==> src/rtl/jac_pkg.sv <==
`default_nettype none
// ============================================================================
//  Module      : jac_pkg
//  Description : Definitions shared by the program-memory loader and the
//                program memory: default address/instruction widths, the
//                bytes-per-instruction ratio and the loader state encoding.
//  Ports       : none (package)
//  Revision    : 1.0 - initial release
// ============================================================================
package jac_pkg;

    localparam int BYTES_PER_WORD     = 2;
    localparam int PC_WIDTH_DEFAULT   = 8;
    localparam int DATA_WIDTH_DEFAULT = 8 * BYTES_PER_WORD;

    typedef enum logic [2:0] {
        ST_IDLE = 3'd0,
        ST_LEN  = 3'd1,
        ST_HI   = 3'd2,
        ST_LO   = 3'd3,
        ST_CHK  = 3'd4
    } state_t;

endpackage
`default_nettype wire

==> src/rtl/prog_loader.sv <==
`default_nettype none
// ============================================================================
//  Module      : prog_loader
//  Description : Program-memory writer. Receives LEN, 2*LEN data bytes
//                (high byte first per word) and an XOR checksum over a
//                valid/ready byte link, and writes each assembled 16-bit
//                word to consecutive program-memory addresses from 0.
//  Ports       : clk, res        - clock, synchronous active-high reset
//                start           - begins a load (ignored while busy)
//                byte_valid/data - incoming byte stream
//                byte_ready      - byte accepted this cycle when valid
//                we/waddr/wdata  - program-memory write port
//                busy            - load in progress
//                done            - one-cycle pulse on a good load
//                err             - sticky error (bad LEN or checksum)
//  Revision    : 1.0 - initial release
// ============================================================================
module prog_loader
    import jac_pkg::*;
#(
    parameter int PC_WIDTH  = PC_WIDTH_DEFAULT,
    parameter int DataWidth = DATA_WIDTH_DEFAULT,
    parameter int CMD_CNT   = 64
) (
    input  logic                 clk,
    input  logic                 res,
    input  logic                 start,
    input  logic                 byte_valid,
    input  logic [7:0]           byte_data,
    output logic                 byte_ready,
    output logic                 we,
    output logic [PC_WIDTH-1:0]  waddr,
    output logic [DataWidth-1:0] wdata,
    output logic                 busy,
    output logic                 done,
    output logic                 err
);

    localparam logic [8:0] c_CMD_MAX = 9'(CMD_CNT);

    state_t                r_state;
    state_t                w_state_nxt;
    logic [7:0]            r_len;
    logic [PC_WIDTH:0]     r_cnt;     // one extra bit so CMD_CNT = 2^PC_WIDTH fits
    logic [PC_WIDTH:0]     w_cnt_inc;
    logic [7:0]            r_chk;
    logic [7:0]            r_hi;
    logic                  r_we;
    logic [PC_WIDTH-1:0]   r_waddr;
    logic [DataWidth-1:0]  r_wdata;
    logic                  r_done;
    logic                  r_err;
    logic                  w_active;
    logic                  w_xfer;
    logic                  w_len_ok;
    logic                  w_more;

    assign w_active  = (r_state != ST_IDLE);
    assign w_xfer    = byte_valid && w_active;
    assign w_len_ok  = (byte_data != 8'd0) && ({1'b0, byte_data} <= c_CMD_MAX);
    assign w_cnt_inc = r_cnt + 1'b1;
    assign w_more    = (32'(w_cnt_inc) < 32'(r_len));

    always_comb begin
        w_state_nxt = r_state;
        byte_ready  = 1'b0;
        busy        = 1'b0;
        case (r_state)
            ST_IDLE: begin
                if (start) w_state_nxt = ST_LEN;
            end
            ST_LEN: begin
                byte_ready = 1'b1;
                busy       = 1'b1;
                if (w_xfer) w_state_nxt = w_len_ok ? ST_HI : ST_IDLE;
            end
            ST_HI: begin
                byte_ready = 1'b1;
                busy       = 1'b1;
                if (w_xfer) w_state_nxt = ST_LO;
            end
            ST_LO: begin
                byte_ready = 1'b1;
                busy       = 1'b1;
                if (w_xfer) w_state_nxt = w_more ? ST_HI : ST_CHK;
            end
            ST_CHK: begin
                byte_ready = 1'b1;
                busy       = 1'b1;
                if (w_xfer) w_state_nxt = ST_IDLE;
            end
            default: w_state_nxt = ST_IDLE;
        endcase
    end

    always_ff @(posedge clk) begin
        if (res) begin
            r_state <= ST_IDLE;
            r_len   <= '0;
            r_cnt   <= '0;
            r_chk   <= '0;
            r_hi    <= '0;
            r_we    <= 1'b0;
            r_waddr <= '0;
            r_wdata <= '0;
            r_done  <= 1'b0;
            r_err   <= 1'b0;
        end else begin
            r_state <= w_state_nxt;
            r_we    <= 1'b0;
            r_done  <= 1'b0;
            case (r_state)
                ST_IDLE: begin
                    if (start) begin
                        r_err <= 1'b0;
                        r_cnt <= '0;
                        r_chk <= '0;
                    end
                end
                ST_LEN: begin
                    if (w_xfer) begin
                        if (w_len_ok) r_len <= byte_data;
                        else          r_err <= 1'b1;
                    end
                end
                ST_HI: begin
                    if (w_xfer) begin
                        r_hi  <= byte_data;
                        r_chk <= r_chk ^ byte_data;
                    end
                end
                ST_LO: begin
                    // Write is registered: we/waddr/wdata appear the cycle
                    // after the low byte, overlapping the next HI byte.
                    if (w_xfer) begin
                        r_chk   <= r_chk ^ byte_data;
                        r_we    <= 1'b1;
                        r_waddr <= r_cnt[PC_WIDTH-1:0];
                        r_wdata <= DataWidth'({r_hi, byte_data});
                        r_cnt   <= w_cnt_inc;
                    end
                end
                ST_CHK: begin
                    if (w_xfer) begin
                        if (byte_data == r_chk) r_done <= 1'b1;
                        else                    r_err  <= 1'b1;
                    end
                end
                default: ;
            endcase
        end
    end

    assign we    = r_we;
    assign waddr = r_waddr;
    assign wdata = r_wdata;
    assign done  = r_done;
    assign err   = r_err;

endmodule
`default_nettype wire

==> config.mk <==
export PLATFORM = sky130hd
export DESIGN_NAME = prog_loader
export DESIGN_NICKNAME = d
export VERILOG_FILES = /design/src/rtl/jac_pkg.sv /design/src/rtl/prog_loader.sv
export SDC_FILE = /design/constraint.sdc
export NUM_CORES = 1
export LEC_CHECK = 0
export ABC_AREA = 1
export CORE_MARGIN = 1
export CORE_UTILIZATION = 45
export DETAILED_ROUTE_END_ITERATION = 16
export PLACE_DENSITY = 0.77
export REMOVE_ABC_BUFFERS = 1
export SYNTH_ARGS = -nofsm -noshare
export SYNTH_HDL_FRONTEND = slang
export SYNTH_SLANG_ARGS = --single-unit
export TNS_END_PERCENT = 5
==> constraint.sdc <==
create_clock -name clk -period 6 [get_ports clk]
set_clock_uncertainty 0.15 [all_clocks]
set_input_delay 1.8 -clock clk [delete_from_list [all_inputs] [get_ports clk]]
set_output_delay 1.8 -clock clk [all_outputs]
set_load 0.03 [all_outputs]
# After elaboration in Yosys (flattened, before gate mapping)
# Index checks and enable logic that the tools add are counted.
# W data, S select, Z words.
word_totals:
  register_bits: 63
  latch_bits: 0
  ramBits: 0
  mem_bits_ro: 0
  input_bits: 12
  out_inout_bits: 29
  memories: 0
classes:
  addsub: 1
  multipliers: 0
  div_mod_pow: 0
  n_lt_le_gt_ge: 2
  eq_ne: 13
  shifts: 0
  mux: 23
  bitwise: 4
  reduce_logical: 19
ops:
  columns: ["cell", "n"]
  rows:
  - ["$mux W3", 6]
  - ["$mux W9", 2]
  - ["$pmux W9 S2", 1]
  - ["$mux W8", 2]
  - ["$pmux W8 S2", 1]
  - ["$pmux W3 S5", 1]
  - ["$ne A2 B2 Y1 const B", 7]
  - ["$add A9 B1 Y9 const B", 1]
  - ["$lt A9 B8 Y1", 1]
  - ["$reduce_and A3 Y1", 3]
  - ["$eq A8 B8 Y1", 1]
  - ["$le A8 B7 Y1 const B", 1]
  - ["$mux W1", 8]
  - ["$reduce_bool A8 Y1", 1]
  - ["$xor A8 B8 Y8", 1]
  - ["$eq A3 B2 Y1 const B", 2]
  - ["$reduce_and A6 Y1", 1]
  - ["$reduce_bool A3 Y1", 2]
  - ["$reduce_and A5 Y1", 1]
  - ["$reduce_and A2 Y1", 2]
  - ["$reduce_bool A2 Y1", 2]
  - ["$reduce_or A2 Y1", 2]
  - ["$reduce_or A4 Y1", 1]
  - ["$eq A3 B1 Y1 const B", 1]
  - ["8 further kinds", 11]

# Logic depth before layout (Yosys ltp)
logic_depth:
  depth_word: 5
  ltp_mapped: 15

# Least setup slack after synthesis
# No wires, ideal clock.
synth_path:
  kind: "register to output"
  from: "register r_state[1]"
  to: "output byte_ready"
  t_arrival_ps: 1374
  required_ps: 4050
  slack_ps: 2676
  stages_incl_launch_ff: 6
  n_path_buf: 1
  cell_sequence: "dfxtp_1 -> inv_2 -> nor2_2 -> inv_1 -> o211ai_1 -> buf_4"
synth_via:
  elab_chain_len: 3
  word_cells_on_any_way: 6
synth_rtl:
  columns: ["item", "line_no", "rtl"]
  rows:
  - ["start, declared", "prog_loader.sv:41", "state_t r_state;"]
  - ["start signal, assigned", "prog_loader.sv:109", "r_state <= w_state_nxt;"]
  - ["$eq A3 B3 Y1, or another cell as far along", null, null]
  - ["$reduce_or A4 Y1 (no line) *", null, null]
  - ["$mux W1 *", null, null]
  - ["end, declared", "prog_loader.sv:30", "output logic byte_ready,"]
# Every way passes the cells marked *; elsewhere a longest branch is shown, timed or not.

# Worst setup path after layout
layout_path:
  from: "register r_state[1]"
  to: "output busy"
layout_via:
  elab_chain_len: 3
  word_cells_on_any_way: 6
layout_rtl:
  columns: ["item", "line_no", "rtl"]
  rows:
  - ["$eq A3 B3 Y1, or another cell as far along", "prog_loader.sv:68", "case (r_state)"]
  - ["$reduce_or A4 Y1 (no line) *", null, null]
  - ["$mux W1 *", "prog_loader.sv:68", null]
  - ["end, declared", "prog_loader.sv:34", "output logic busy,"]
# Marks and branches as above.

==> summary.md <==
| Metric | Value |
|---|---|
| Drt first pass iters | 4 |
| Post-route ant nets | 0 |
| Synth Cell Area | between 0.002 and 0.003 mm² |
| Vias in the first global route | about 2200 |
| Die footprint | 0.00649 mm² |
| Top cells by count, synth | 70 x nand2_1, 63 x dfxtp_1, 55 x a21oi_1 |
| IO Count | 41 |
| Setup violations, final | 0 |
| Final Max Slew Viols | 0 |
| Pwr per Cell Area | around 270 mW/mm² |
| Worst-skew pair later-pin latency | 0.35 ns |
| Sequential share of the synthesized area | 0.454 |
| Yosys warnings | 0 |
| Unique masters post-synth | 31 |
| Max Clock Freq | 244 MHz |
| Synth top area share | 0.454 |
| Max Root-Sink Buffers | 2 |
| Clock transition at path regs | 0.07 ns |
| H-Tree Depth | 3 |
| Minimum clock period | 4.11 ns |
| HPWL after DPL | 4.11 mm |
| Final #Nets | ~420 |
| Initial Util | 0.469 |
| Avg Synthesized Cell Area | 7.76 µm² |
| First-pass GRT wire length | 10.1 mm |
| Max-Cap Viols | 0 |
| Die height | 80.6 µm |
| Layout cells sized above 1 | 0.0873 |
| CTS tree | done |
| Status | complete, no violations |
| Remaining Overflow, GRT | 0 |
| Row count | 28 |
| Hold buffers post-CTS | 0 |
| Post-synth ARST share | 0 |
| GRT Util Overall | 0.207 |
| Setup Crit Path Kind | reg -> out |
| Fin Setup TNS | 0 ns |
| Post-synth EDFFs | 0 |
| Die X | between 80 and 90 µm |
| Worst Max-Slew Pin Slew | 0.950 ns |
| Period utilization | 0.684 |
| Synthesis-stage register bit count | 63 |
| Final wirelength | 6.18 mm |
| Via-per-instance ratio | 5.23 |
| Post-CTS Setup Inserts | 0 |
| Hold Violations, Final | 0 |
| Core box area | 0.00592 mm² |
| Slew Limit Headroom | 0.366 |
| LEAKAGE | between 1 and 1.5 nW |
| Iter 0 DRT Violations | 127 |
| Routed vias | about 2500 |
| Area Overhead vs Synth | 23.0% |
| Storage cell area | 0.00126 mm² |
| Multi-input combinational cell area | 0.00130 mm² |
| Fillers | 538 |
| Area leader, netlist | dfxtp_1 |
| Hold crit path type | reg -> reg |
| CTS Root Cell | clkbuf_8 |
| Antenna violations before repair | 0 |
| Peak supply drop | 0.000134 V |
| Count of cells resized by post-cts repair | 0 |
| CP max FO | 7 |
| Synth Instances | 358 |
| Num CTS Buffers | 9 |
| Clock sinks | between 60 and 70 |
| Pin count of the biggest net entering global routing | 44 |
| Diode count | 0 |
| Critical Path AT | 2.16 ns |
| Top cells by area, synth | dfxtp_1 45%, a21oi_1 9.9%, nand2_1 9.5%, o21ai_0 6.1%, inv_1 4.1% |
| Cell with the most instances after synthesis | nand2_1 |
| Main synth FF type | dfxtp_1 |
| Power Total | 0.938 mW |
| DR DRC count | 0 |
| Per-cell routed wire length | approximately 13 µm |
| Crit path required time | 4.05 ns |
| GP Congestion | 0.810 |
| Crit. End Element | primary output |
| RSZ-0062 raised after global routing | false |
| CP Launch Type | register |
| Port buffer count | 40 |
-- metrics by stage --
step / util / setup slack (ns) / cell area [µm²] / cells / hold slack (ns)
5_1_grt: 0.577 / 1.73 / 3410 / 476 / 0.316
4_1_cts: 0.577 / 1.87 / 3410 / 476 / 0.309
3_5_place_dp: 0.541 / 2.12 / 3210 / 460 / 0.292
2_1_floorplan: - / 2.60 / 2700 / 344 / 0.278
3_3_place_gp: 0.541 / 2.19 / 3210 / 460 / 0.289
6_report: 0.577 / 1.89 / 3410 / 476 / 0.308
-- critical path, stage by stage (launching register included) --
cell	delay, ns
dfxtp_1	0.36
inv_2	0.10
nor2_2	0.35
inv_1	0.16
o211ai_1	0.15
clkdlybuf4s50_1	0.71
-- per-layer routing --
layer / track usage / share of wire / up-vias / wire (µm)
li1: - / - / 1253 / -
met1: 0.244 / 0.46 / 1167 / 2820
met2: 0.349 / 0.49 / 55 / 3010
met3: 0.0511 / 0.034 / 13 / 211
met4: 0.102 / 0.022 / 0 / 137
met5: 0 / 0 / - / 0
-- logic make-up after synthesis --
kind of cell / synth area share
simple gates: 0.205
flops: 0.454
xor+xnor: 0.0410
buf+inv: 0.0762
fa+ha+maj: 0.0361
compound gates: 0.187
-- area by class of cell --
class,instances,area share
Clock inverter,3,0.0117
Timing Repair Buffer,41,0.119
Clock buffer,13,0.0495
Multi-Input combinational cell,244,0.382
Inverter,37,0.0407
Tap cell,75,0.0275
Sequential cell,63,0.369
-- registers in the layout, indices dropped and copies added, names as in the netlist, 3 cells and up --
signal	count
r_hi	8
r_len	8
waddr	8
wdata	16
r_state	3
r_cnt	9
r_chk	8
-- power breakdown --
part	total, mW	leakage [nW]	switching [mW]	internal [mW]
Clock	0.386	0.109	0.162	0.225
Combinational	0.113	0.703	0.0726	0.0406
Sequential	0.438	0.510	0.00794	0.430
-- layout by cell type, fill, tap and decap left out, types with 2 or more instances in the layout --
cell,Yosys,routed
nand2_1,70,70
dfxtp_1,63,63
a21oi_1,55,55
clkdlybuf4s50_1,0,40
o21ai_0,34,34
inv_1,30,30
nor2_1,22,22
clkbuf_8,0,12
nor3_1,10,10
xor2_1,8,8
nand3_1,8,8
ha_1,8,8
inv_2,6,6
nand4_1,5,5
xnor2_1,5,5
nor2_2,4,4
o211a_1,3,3
o211ai_1,2,2
nor2_4,2,2
clkinv_2,0,2
-- worst paths after layout --
path	start	to	slack, ns	depth (start not counted)
worst min-delay path	r_hi[2]	r_hi[2]	0.31	2
worst max register to register	r_cnt[0]	r_state[1]	3.76	14
worst min register to register	r_hi[2]	r_hi[2]	0.31	2
worst max-delay path	r_state[1]	busy	1.89	5
No activity file was read; power rests on OpenSTA's default activity.
